$ cat src/rtl/cbf_sched_pkg.sv
// Shared types and constants for the batch scheduler: FSM states, bank index
// type and the banking/priming constants.
package cbf_sched_pkg;

    localparam int NUM_BANKS     = 4;
    localparam int PRIME_BATCHES = 3;

    typedef logic [1:0] bank_t;

    typedef enum logic [1:0] {
        ST_PRIME = 2'd0,
        ST_WAIT  = 2'd1,
        ST_BUSY  = 2'd2
    } sched_state_e;

endpackage

$ cat src/rtl/mod_counter.sv
// Enabled modulo-N counter with a registered count and a same-cycle wrap flag
// (wrap is high when the enabled increment rolls N-1 back to 0).
module mod_counter #(
    parameter int N = 2,
    parameter int W = (N > 1) ? $clog2(N) : 1
) (
    input  logic         clkIn,
    input  logic         rst,
    input  logic         en,
    output logic [W-1:0] count,
    output logic         wrap
);

    logic [W-1:0] count_d;
    logic [W-1:0] count_q;

    always_comb begin
        wrap    = en && (count_q == W'(N - 1));
        count_d = count_q;
        if (en) begin
            count_d = wrap ? '0 : count_q + W'(1);
        end
    end

    always_ff @(posedge clkIn) begin
        if (!rst) begin
            count_q <= '0;
        end else begin
            count_q <= count_d;
        end
    end

    assign count = count_q;

endmodule

$ cat src/rtl/batch_scheduler.sv
// Sample-buffer write sequencer: rotates four banks per batch, decimates the
// sample stream and hands finished batches to the compute engine.
module batch_scheduler
    import cbf_sched_pkg::*;
#(
    parameter  int DSR   = 1,
    parameter  int DEPTH = 64,
    localparam int AW    = $clog2(DEPTH),
    localparam int DW    = (DSR > 1) ? $clog2(DSR) : 1
) (
    input  logic          clkIn,
    input  logic          rst,
    input  logic          smpValid,
    input  logic          calcDone,
    output logic [AW-1:0] wrAddr,
    output logic [1:0]    wrBank,
    output logic [1:0]    lookaheadBank,
    output logic [1:0]    calcBank,
    output logic [1:0]    lookbackBank,
    output logic          calcStart,
    output logic          decimStrobe,
    output logic [DW-1:0] decimCnt,
    output logic          overrun,
    output logic [1:0]    state
);

    logic addrWrap;
    logic decWrap;

    mod_counter #(.N(DEPTH), .W(AW)) u_addr_cnt (
        .clkIn (clkIn),
        .rst   (rst),
        .en    (smpValid),
        .count (wrAddr),
        .wrap  (addrWrap)
    );

    mod_counter #(.N(DSR), .W(DW)) u_decim_cnt (
        .clkIn (clkIn),
        .rst   (rst),
        .en    (smpValid),
        .count (decimCnt),
        .wrap  (decWrap)
    );

    bank_t        wrBank_d,      wrBank_q;
    logic         calcStart_d,   calcStart_q;
    logic         decimStrobe_d, decimStrobe_q;
    logic         overrun_d,     overrun_q;
    logic [1:0]   primeCnt_d,    primeCnt_q;
    sched_state_e state_d,       state_q;

    always_comb begin
        wrBank_d      = wrBank_q;
        decimStrobe_d = decWrap;
        calcStart_d   = 1'b0;
        overrun_d     = overrun_q;
        primeCnt_d    = primeCnt_q;
        state_d       = state_q;

        if (addrWrap) begin
            wrBank_d = wrBank_q + bank_t'(1);
        end

        case (state_q)
            ST_PRIME: begin
                if (addrWrap) begin
                    if (primeCnt_q == 2'(PRIME_BATCHES - 1)) begin
                        calcStart_d = 1'b1;
                        primeCnt_d  = '0;
                        state_d     = ST_BUSY;
                    end else begin
                        primeCnt_d = primeCnt_q + 2'd1;
                    end
                end
            end
            ST_WAIT: begin
                if (addrWrap) begin
                    calcStart_d = 1'b1;
                    state_d     = ST_BUSY;
                end
            end
            ST_BUSY: begin
                // A completion coinciding with a boundary frees the engine just in time.
                if (calcDone) begin
                    if (addrWrap) begin
                        calcStart_d = 1'b1;
                    end else begin
                        state_d = ST_WAIT;
                    end
                end else if (addrWrap) begin
                    overrun_d = 1'b1;
                end
            end
            default: begin
                primeCnt_d = '0;
                state_d    = ST_PRIME;
            end
        endcase
    end

    always_ff @(posedge clkIn) begin
        if (!rst) begin
            wrBank_q      <= '0;
            calcStart_q   <= 1'b0;
            decimStrobe_q <= 1'b0;
            overrun_q     <= 1'b0;
            primeCnt_q    <= '0;
            state_q       <= ST_PRIME;
        end else begin
            wrBank_q      <= wrBank_d;
            calcStart_q   <= calcStart_d;
            decimStrobe_q <= decimStrobe_d;
            overrun_q     <= overrun_d;
            primeCnt_q    <= primeCnt_d;
            state_q       <= state_d;
        end
    end

    assign wrBank        = wrBank_q;
    assign lookaheadBank = wrBank_q - bank_t'(1);
    assign calcBank      = wrBank_q - bank_t'(2);
    assign lookbackBank  = wrBank_q - bank_t'(3);
    assign calcStart     = calcStart_q;
    assign decimStrobe   = decimStrobe_q;
    assign overrun       = overrun_q;
    assign state         = state_q;

endmodule

$ cat config.mk
export PLATFORM = sky130hd
export DESIGN_NAME = batch_scheduler
export DESIGN_NICKNAME = d
export VERILOG_FILES = /design/src/rtl/cbf_sched_pkg.sv /design/src/rtl/mod_counter.sv /design/src/rtl/batch_scheduler.sv
export SDC_FILE = /design/constraint.sdc
export NUM_CORES = 1
export LEC_CHECK = 0
export ABC_AREA = 1
export BUFFER_PORTS_ARGS = -buffer_cell sky130_fd_sc_hd__buf_4
export CAP_MARGIN = 10
export CORE_UTILIZATION = 40
export DETAILED_ROUTE_END_ITERATION = 12
export GPL_TIMING_DRIVEN = 0
export SKIP_CTS_REPAIR_TIMING = 1
export SYNTH_ARGS = -nofsm -noshare
export SYNTH_HDL_FRONTEND = slang
export SYNTH_SLANG_ARGS = --single-unit
$ cat constraint.sdc
create_clock -name clkIn -period 2 [get_ports clkIn]
set_clock_uncertainty 0.15 [all_clocks]
set_input_delay 0.4 -clock clkIn [delete_from_list [all_inputs] [get_ports clkIn]]
set_output_delay 0.4 -clock clkIn [all_outputs]
set_load 0.02 [all_outputs]
==> results by group, run 1 <==
STA
  • Setup TNS: 0 ns
  • Hold WS: 0.1906 ns
  • Hold Fails Final Rpt: 0
  • RSZ-0062 raised after global routing: false
  • Setup-failing EPs final: 0
  • PnR worst setup slack: 0.3218 ns
  • Fmax: 595.9 MHz
  • Post-route clock period utilization: 0.8391
  • Tightest Pin Transition: 0.3206 ns
  • Worst slew margin: 0.7863
  • Min cycle time layout: 1.678 ns
  • Max Transition Viols Final: 0

Placed design
  • Placer congestion estimate: 0.7745
  • PortBufs: 22
  • Worst Setup Slack post-DPL: 0.3639 ns
  • Cells after DPL: 162
  • Dpl hpwl: 1.224 mm

Yosys
  • Yosys top cell area share: 0.3770
  • Post-synthesis register bit count: 16
  • Syn Nets: 122
  • Avg Cell Area, Syn: 7.518 µm²
  • Top post-synthesis cells by area: dfxtp_1 (38%), nand2_1 (9.7%), ha_1 (7.4%)
  • Dominant synthesized flop cell: dfxtp_1
  • Post-synth EDFFs: 0
  • Count leader, synth: nand2_1
  • Synth cell count leaders: nand2_1 (22), dfxtp_1 (16), inv_1 (14)
  • Cell taking the most area after synthesis: dfxtp_1
  • Post-synthesis cell area: 849.6 µm²
  • Register area share after synthesis: 0.3770
  • Distinct cells, synth: 26
  • Synth Warn #: 0
  • Post-synth ARST share: 0
  • Mapped Cells: 113

Power
  • Total leakage power: 0.0005132 µW
  • Total Power: 531.9 µW
  • IR drop worst, VDD: 0.3051 mV
  • Power Dens Cells: 496.6 nW/µm²

Status
  • Status: finished clean

Critical path
  • Critical Path RT: 1.45 ns
  • CP Class: reg2out
  • Reg-to-reg slack, setup: 0.33 ns
  • Setup crit end kind: output port
  • FF-to-FF Start: state[0]
  • Max Fanout on Critical Path: 4
  • Critical Path Sink: lookaheadBank[1]
  • Reg2Reg Capture Point: state[1]
  • Startpoint types: register
  • Crit. Startpoint: wrBank[0]
  • Cell depth of the worst flop-to-flop path: 10
  • Crit path arrival time: 1.13 ns

Final layout
  • Final cell count without fillers: 165
  • Layout area overhead: 26.07%
  • Layout cell share with drive strength beyond 1: 0.2754
  • # fillers: 200
  • Ant. Diodes: 0
  • NumNets Final: 149

Routing
  • First drt pass iteration count: 3
  • # DRC: 0
  • Vias: 748
  • DR iter-0 viols: 12
  • Total wire length: 1.555 mm
  • Via density: 4.533
  • Routed Antenna Nets: 0
  • Post-detailed-route wirelength per cell: 9.424 µm

Run
  • Max Cap Viol: 0

GRT
  • First-pass GRT wire length: 2.332 mm
  • Met2 usage: 0.2243
  • Met1 usage: 0.1946
  • Vias in the first global route: 578
  • Grt peak-use layer: met2
  • Total global routing overflow: 0
  • GR Layer Usage met3: 0.03396
  • Overall Global Routing Usage: 0.1488
  • Largest net degree at the start of global routing: 11
  • Antenna violations before repair: 0

Clocking
  • Sink Count: 16
  • Total CTS buffers: 3
  • Worst-case clock buffer depth: 2
  • CTS root buf: clkbuf_4
  • Worst-path clk slew: 0.09 ns
  • Worst skew pair latency: 0.28 ns
  • H-tree depth: 1
  • CTS tree: yes

Worst hold path
  • Worst Hold Class: in2reg

Floorplan
  • Die Ht: 48.09 µm
  • Initial core utilization: 0.4287
  • Area of the core: 1982 µm²
  • Die area: 2312 µm²
  • Die Wd: 48.09 µm
  • Core Rows: 16
  • # IOs: 24
-- worst max-delay path, cell delays in order (launching register included) --
cell and delay, ns:
dfxtp_1 0.39, xor2_1 0.24, inv_1 0.06, buf_4 0.16
-- routing by layer --
layer,part of all wire,up-vias
met3,0.046,4
li1,-,413
met2,0.43,18
met5,0,-
met1,0.51,313
met4,0.017,0
-- stage by stage --
step / utilization / area, µm²
2_1_floorplan: - / 849.6
3_3_place_gp: 0.5290 / 1049
3_5_place_dp: 0.5290 / 1049
4_1_cts: 0.5404 / 1071
5_1_grt: 0.5404 / 1071
6_report: 0.5404 / 1071
-- power breakdown --
| group | leakage (µW) | internal, µW | switching [µW] |
|---|---|---|---|
| Sequential | 0.000130 | 323 | 4.12 |
| Clock | 0.0000138 | 69.8 | 98.3 |
| Combinational | 0.000370 | 15.6 | 21.2 |
-- cell type report --
type | count | area [µm²] | share of cell area
clock buffers | 3 | 22.52 | 0.02103
inverters | 15 | 56.30 | 0.05257
flip-flops and latches | 16 | 320.3 | 0.2991
well taps | 27 | 33.78 | 0.03154
repair buffers | 22 | 165.2 | 0.1542
plain buffers | 5 | 38.79 | 0.03621
multi-input cells | 77 | 434.2 | 0.4054
-- registers in the layout, summed over array words and instances, names as in the netlist --
name / cells
u_addr_cnt.count: 6
primeCnt_q: 2
state: 2
wrBank: 2
calcStart: 1
decimStrobe: 1
overrun: 1
u_decim_cnt.count: 1
-- placed cells by master, fill, tap and decap left out, types with 2 or more instances in the layout --
cell type,count
buf_4,25
o21ai_1,2
dfxtp_1,16
clkbuf_4,3
nor3_1,2
nor2_1,9
nand3_1,12
a21oi_1,11
inv_1,14
nand2_1,22
nand2_2,2
ha_1,5
-- logic make-up (layout without fill, tap and decap cells) --
| family | count (synthesis) | count (layout) | share of synthesized area |
|---|---|---|---|
| buffers and inverters | 20 | 45 | 0.1119 |
| AND/OR/NAND/NOR | 52 | 52 | 0.2901 |
| XOR/XNOR | 1 | 1 | 0.01031 |
| AO/OA/AOI/OAI | 19 | 19 | 0.1370 |
| adder cells (fa/ha/maj) | 5 | 5 | 0.07364 |
| flip-flops | 16 | 16 | 0.3770 |
-- worst min path at each step --
stage                       from                 to  slack [ns]  cells past startpoint
2_1_floorplan      primeCnt_q[1]      primeCnt_q[1]        0.32                      2
3_3_place_gp   u_decim_cnt.count  u_decim_cnt.count        0.29                      2
3_5_place_dp   u_decim_cnt.count  u_decim_cnt.count        0.29                      2
4_1_cts                 smpValid  u_decim_cnt.count        0.18                      2
5_1_grt                 smpValid  u_decim_cnt.count        0.19                      2
6_report                smpValid  u_decim_cnt.count        0.19                      2
Power figures use the tool's default switching activity.
==> run 2, diff against run 1 <==
--- a/config.mk
+++ b/config.mk
@@ -11,6 +11,7 @@
 export CORE_UTILIZATION = 40
 export DETAILED_ROUTE_END_ITERATION = 12
 export GPL_TIMING_DRIVEN = 0
+export PLACE_DENSITY = 0.66
 export SKIP_CTS_REPAIR_TIMING = 1
 export SYNTH_ARGS = -nofsm -noshare
 export SYNTH_HDL_FRONTEND = slang
==> constraint.sdc (replaced) <==
create_clock -name clkIn -period 1.4 [get_ports clkIn]
set_clock_uncertainty 0.15 [all_clocks]
set_input_delay 0.28 -clock clkIn [delete_from_list [all_inputs] [get_ports clkIn]]
set_output_delay 0.28 -clock clkIn [all_outputs]
set_load 0.02 [all_outputs]
==> results by group, run 2 (synthesized netlist as in run 1, its figures left out) <==
Status
  • Status: finished, violations left
  • Failing checks: negative setup slack

Critical path
  • Reg2Reg Capture Point: state[1]
  • Setup crit end kind: register
  • Critical Path RT: 1.44 ns
  • Startpoint types: register
  • FF-to-FF Start: u_addr_cnt.count[0]
  • Cell depth of the worst flop-to-flop path: 9
  • Max Fanout on Critical Path: 7
  • CP Class: reg2reg
  • Reg-to-reg slack, setup: -0.16 ns
  • Crit path arrival time: 1.59 ns

Power
  • IR drop worst, VDD: 0.5446 mV
  • Total Power: 766.3 µW
  • Power Dens Cells: 615.5 nW/µm²
  • Total leakage power: 0.0005819 µW

Floorplan
  • Initial core utilization: 0.4287
  • Core Rows: 16
  • Die area: 2312 µm²
  • Die Ht: 48.09 µm
  • # IOs: 24
  • Area of the core: 1982 µm²
  • Die Wd: 48.09 µm

Placed design
  • PortBufs: 22
  • Dpl hpwl: 1.322 mm
  • Placer congestion estimate: 0.7870
  • Dpl cell area: 1115 µm²

Routing
  • DR iter-0 viols: 11
  • Via density: 4.850
  • Total wire length: 1.860 mm
  • First drt pass iteration count: 4
  • Routed Antenna Nets: 0
  • Vias: 839
  • Post-detailed-route wirelength per cell: 10.75 µm
  • # DRC: 0

Final layout
  • Commonest non-fill, non-tap cell in the layout: buf_4
  • Max reg flops: 6
  • Most frequent cells in the layout: buf_4 (29), nand2_1 (20), a21oi_1 (11)
  • Layout cell share with drive strength beyond 1: 0.4521
  • NumNets Final: 157
  • Layout area overhead: 46.54%
  • Finished Cell Area: 1245 µm²
  • Ant. Diodes: 0

STA
  • RSZ-0062 raised after global routing: true
  • PnR worst setup slack: -0.1567 ns
  • Hold Fails Final Rpt: 0
  • Min cycle time layout: 1.557 ns
  • Tightest Pin Transition: 0.2158 ns
  • Max Transition Viols Final: 0
  • Setup-failing EPs final: 9
  • Fmax: 642.4 MHz
  • Worst slew margin: 0.8558
  • Post-route clock period utilization: 1.112
  • Hold WS: 0.06216 ns

Worst hold path
  • Hold Path End: u_decim_cnt.count
  • Hold path startpoint: smpValid
  • Worst Hold Class: in2reg
  • Hold Path Stages: 2

GRT
  • Largest net degree at the start of global routing: 11
  • Vias in the first global route: 587
  • Antenna violations before repair: 0
  • Total global routing overflow: 0
  • First-pass GRT wire length: 2.553 mm
  • Overall Global Routing Usage: 0.1644

Clocking
  • Worst skew pair latency: 0.29 ns
  • Total CTS buffers: 3
  • Worst-case clock buffer depth: 2
  • H-tree depth: 1
  • CTS root buf: clkbuf_4
  • Sink Count: 16
  • CTS tree: yes
  • Worst-path clk slew: 0.09 ns

Run
  • Max Cap Viol: 0
[run 2: where the power goes]
part           internal [µW]  switching [µW]  leakage [µW]
Sequential               453            7.25      0.000135
Combinational           27.8            33.2      0.000433
Clock                    100             145     0.0000138
Total                    581             186      0.000582
[run 2: worst max path at each step]
| stage | startpoint | end | slack, ns | cells after the start |
|---|---|---|---|---|
| detailed placement | u_addr_cnt.count[1] | state[1] | -0.13 | 9 |
| floorplan | u_addr_cnt.count[1] | state[0] | -0.07 | 9 |
| global route | u_addr_cnt.count[0] | state[1] | -0.20 | 9 |
| CTS | wrBank[0] | lookbackBank[0] | -0.23 | 3 |
| global placement | u_addr_cnt.count[0] | state[0] | -0.12 | 9 |
| finish | u_addr_cnt.count[0] | state[1] | -0.16 | 9 |
[run 2: area by class of cell]
| class | instances | area [µm²] |
|---|---|---|
| fillers | 182 | 737.0 |
| multi-input cells | 77 | 503.0 |
| flip-flops and latches | 16 | 344.1 |
| repair buffers | 30 | 240.2 |
| inverters | 15 | 58.81 |
| plain buffers | 5 | 42.54 |
| well taps | 27 | 33.78 |
| clock buffers | 3 | 22.52 |
[run 2: metrics by stage]
stage	setup slack, ns	TNS, ns	util	cells
floorplan	-0.06931	-0.1403	-	113
global placement	-0.1153	-0.2289	0.5625	162
detailed placement	-0.1304	-0.2600	0.5625	162
CTS	-0.2342	-1.187	0.5739	165
global route	-0.2011	-1.231	0.6282	173
finish	-0.1567	-0.6618	0.6282	173
[run 2: metal layers]
layer | routed length, µm | GRT usage
met2 | 864 | 0.2405
met5 | 0 | 0
met1 | 866 | 0.2268
met3 | 100 | 0.03396
met4 | 29 | 0.08333
[run 2: critical path: stages, from the launching register on]
cell and delay (ns):
dfxtp_4 0.39, ha_4 0.16, nand2_4 0.05, nor2_4 0.12
nand2_4 0.08, buf_8 0.14, a21oi_4 0.17, nand3_2 0.09
nand2_1 0.07, nor2_1 0.04
==> run 3, diff against run 2 <==
--- a/config.mk
+++ b/config.mk
@@ -11,7 +11,6 @@
 export CORE_UTILIZATION = 40
 export DETAILED_ROUTE_END_ITERATION = 12
 export GPL_TIMING_DRIVEN = 0
-export PLACE_DENSITY = 0.66
 export SKIP_CTS_REPAIR_TIMING = 1
 export SYNTH_ARGS = -nofsm -noshare
 export SYNTH_HDL_FRONTEND = slang
==> constraint.sdc (replaced) <==
create_clock -name clkIn -period 1.5 [get_ports clkIn]
set_clock_uncertainty 0.15 [all_clocks]
set_input_delay 0.3 -clock clkIn [delete_from_list [all_inputs] [get_ports clkIn]]
set_output_delay 0.3 -clock clkIn [all_outputs]
set_load 0.02 [all_outputs]
==> results by group, run 3 (synthesized netlist as in run 1, its figures left out) <==
Critical path
  • WP buf/inv: 1
  • FF-to-FF Start: u_addr_cnt.count[1]
  • Crit path arrival time: 1.54 ns
  • Top delay family on crit path: simple AND/OR/NAND/NOR gates
  • Reg2Reg Capture Point: state[1]
  • Cell depth of the worst flop-to-flop path: 9
  • Critical Path RT: 1.54 ns
  • CP dominant cell by count: nand2_4
  • Crit-path cells: ha_4, nand2_4, nor2_4, nand2_4, buf_8, a21oi_4, nand3_1, nand2_1, nor2_1
  • Setup crit end kind: register
  • Max Fanout on Critical Path: 4
  • Max stage delay on crit path: 0.38 ns
  • Reg-to-reg slack, setup: -0.002 ns
  • Crit-path slowest cell: dfxtp_4
  • Startpoint types: register
  • CP Class: reg2reg

Status
  • Status: finished, violations left
  • Failing checks: negative setup slack

Power
  • Comb pwr share: 0.071
  • Switching power: 174.4 µW
  • Net Sw Frac: 0.2260
  • IR drop worst, VDD: 0.6203 mV
  • Sequential share of power: 0.559
  • Power Dens Cells: 623.8 nW/µm²
  • Internal: 597.5 µW
  • Total leakage power: 0.0005803 µW
  • Clock network power share: 0.370

GRT
  • Total global routing overflow: 0
  • First-pass GRT wire length: 2.442 mm
  • Vias in the first global route: 560
  • Overall Global Routing Usage: 0.1570
  • Antenna violations before repair: 0
  • Largest net degree at the start of global routing: 11

Final layout
  • Final cell count without fillers: 171
  • Layout cell share with drive strength beyond 1: 0.4306
  • Final core occ: 0.6244
  • Max reg flops: 6
  • Ant. Diodes: 0
  • Layout area overhead: 45.66%
  • Finished Cell Area: 1237 µm²
  • NumNets Final: 154
  • Most frequent cells in the layout: buf_4 (27), nand2_1 (20), nand3_1 (11), a21oi_1 (11)
  • Commonest non-fill, non-tap cell in the layout: buf_4

Floorplan
  • Area of the core: 1982 µm²
  • Core Rows: 16
  • Die area: 2312 µm²
  • Initial core utilization: 0.4287
  • Die Wd: 48.09 µm
  • Die Ht: 48.09 µm
  • # IOs: 24

Clocking
  • H-tree depth: 1
  • Sink Count: 16
  • Worst-case clock buffer depth: 2
  • CTS root buf: clkbuf_4
  • Worst-path clk slew: 0.10 ns
  • Total CTS buffers: 3
  • Worst skew pair latency: 0.29 ns
  • CTS tree: yes

Routing
  • Post-detailed-route wirelength per cell: 10.49 µm
  • DR iter-0 viols: 4
  • Vias: 787
  • Via density: 4.602
  • # DRC: 0
  • First drt pass iteration count: 4
  • Routed Antenna Nets: 0
  • Total wire length: 1.793 mm

STA
  • Worst slew margin: 0.8593
  • Tightest Pin Transition: 0.2107 ns
  • RSZ-0062 raised after global routing: true
  • Hold Fails Final Rpt: 0
  • Min cycle time layout: 1.502 ns
  • Max Transition Viols Final: 0
  • Setup TNS: -0.001908 ns
  • Setup-failing EPs final: 1
  • Post-route clock period utilization: 1.001
  • Hold WS: 0.07846 ns
  • PnR worst setup slack: -0.001908 ns
  • Fmax: 665.8 MHz

Worst hold path
  • Hold Path End: u_decim_cnt.count
  • Hold Path Stages: 2
  • Worst Hold Class: in2reg
  • Hold path startpoint: smpValid

Placed design
  • PortBufs: 22
  • Placer congestion estimate: 0.7289
  • Dpl cell area: 1084 µm²
  • Dpl hpwl: 1.268 mm
  • Cells after DPL: 162

Run
  • Max Cap Viol: 0
==> run 3: cell types whose count changed in the layout (fill, tap and decap cells not counted) <==
| cell | before | now |
|---|---|---|
| clkbuf_8 | 0 | 1 |
| nand2_2 | 3 | 2 |
| buf_6 | 4 | 2 |
| buf_12 | 0 | 1 |
| or2_1 | 1 | 0 |
| nor2_1 | 8 | 9 |
| dfxtp_1 | 9 | 10 |
| nand2_4 | 2 | 3 |
| nor2_2 | 2 | 1 |
| nand3_2 | 2 | 1 |
| nand3_1 | 10 | 11 |
| buf_4 | 29 | 27 |
| or2_4 | 0 | 1 |
| dfxtp_4 | 6 | 5 |
==> run 3: worst max path at each step <==
stage	to	slack (ns)	cells past startpoint	start
2_1_floorplan	state[1]	0.003	10	state[0]
3_3_place_gp	state[0]	-0.08	10	state[0]
3_5_place_dp	state[1]	-0.07	10	state[0]
4_1_cts	state[1]	-0.1	10	state[0]
5_1_grt	state[1]	-0.08	9	state[1]
6_report	state[1]	-0.002	9	u_addr_cnt.count[1]
==> run 3: layout make-up <==
class,instances,area [µm²]
repair buffers,27,222.7
multi-input cells,77,503.0
inverters,15,58.81
plain buffers,5,42.54
fillers,181,744.5
well taps,27,33.78
flip-flops and latches,16,340.3
clock buffers,4,36.28
==> run 3: per-stage QoR <==
step | total power (µW) | worst slack, ns
final | 772.0 | -0.001908
after global routing | 811.2 | -0.08140
after CTS | 787.3 | -0.09961
after detailed placement | 496.5 | -0.07226
after global placement | 496.1 | -0.07963
after floorplan | 476.1 | 0.003184
==> run 3: metal layers <==
metal	share of wire	track usage	wire, µm	up-vias
li1	-	-	-	425
met1	0.46	0.2095	816	338
met2	0.48	0.2270	858	20
met3	0.054	0.04528	97	4
met4	0.012	0.08333	21	0
met5	0	0	0	-
==> run 3: power groups by stage <==
stage / Sequential (µW) / Combinational (µW) / Clock, µW
2_1_floorplan: 452 / 23.7 / 0
3_3_place_gp: 445 / 50.8 / 0
3_5_place_dp: 445 / 51.0 / 0
4_1_cts: 436 / 51.1 / 300
5_1_grt: 433 / 61.0 / 317
6_report: 432 / 54.8 / 286
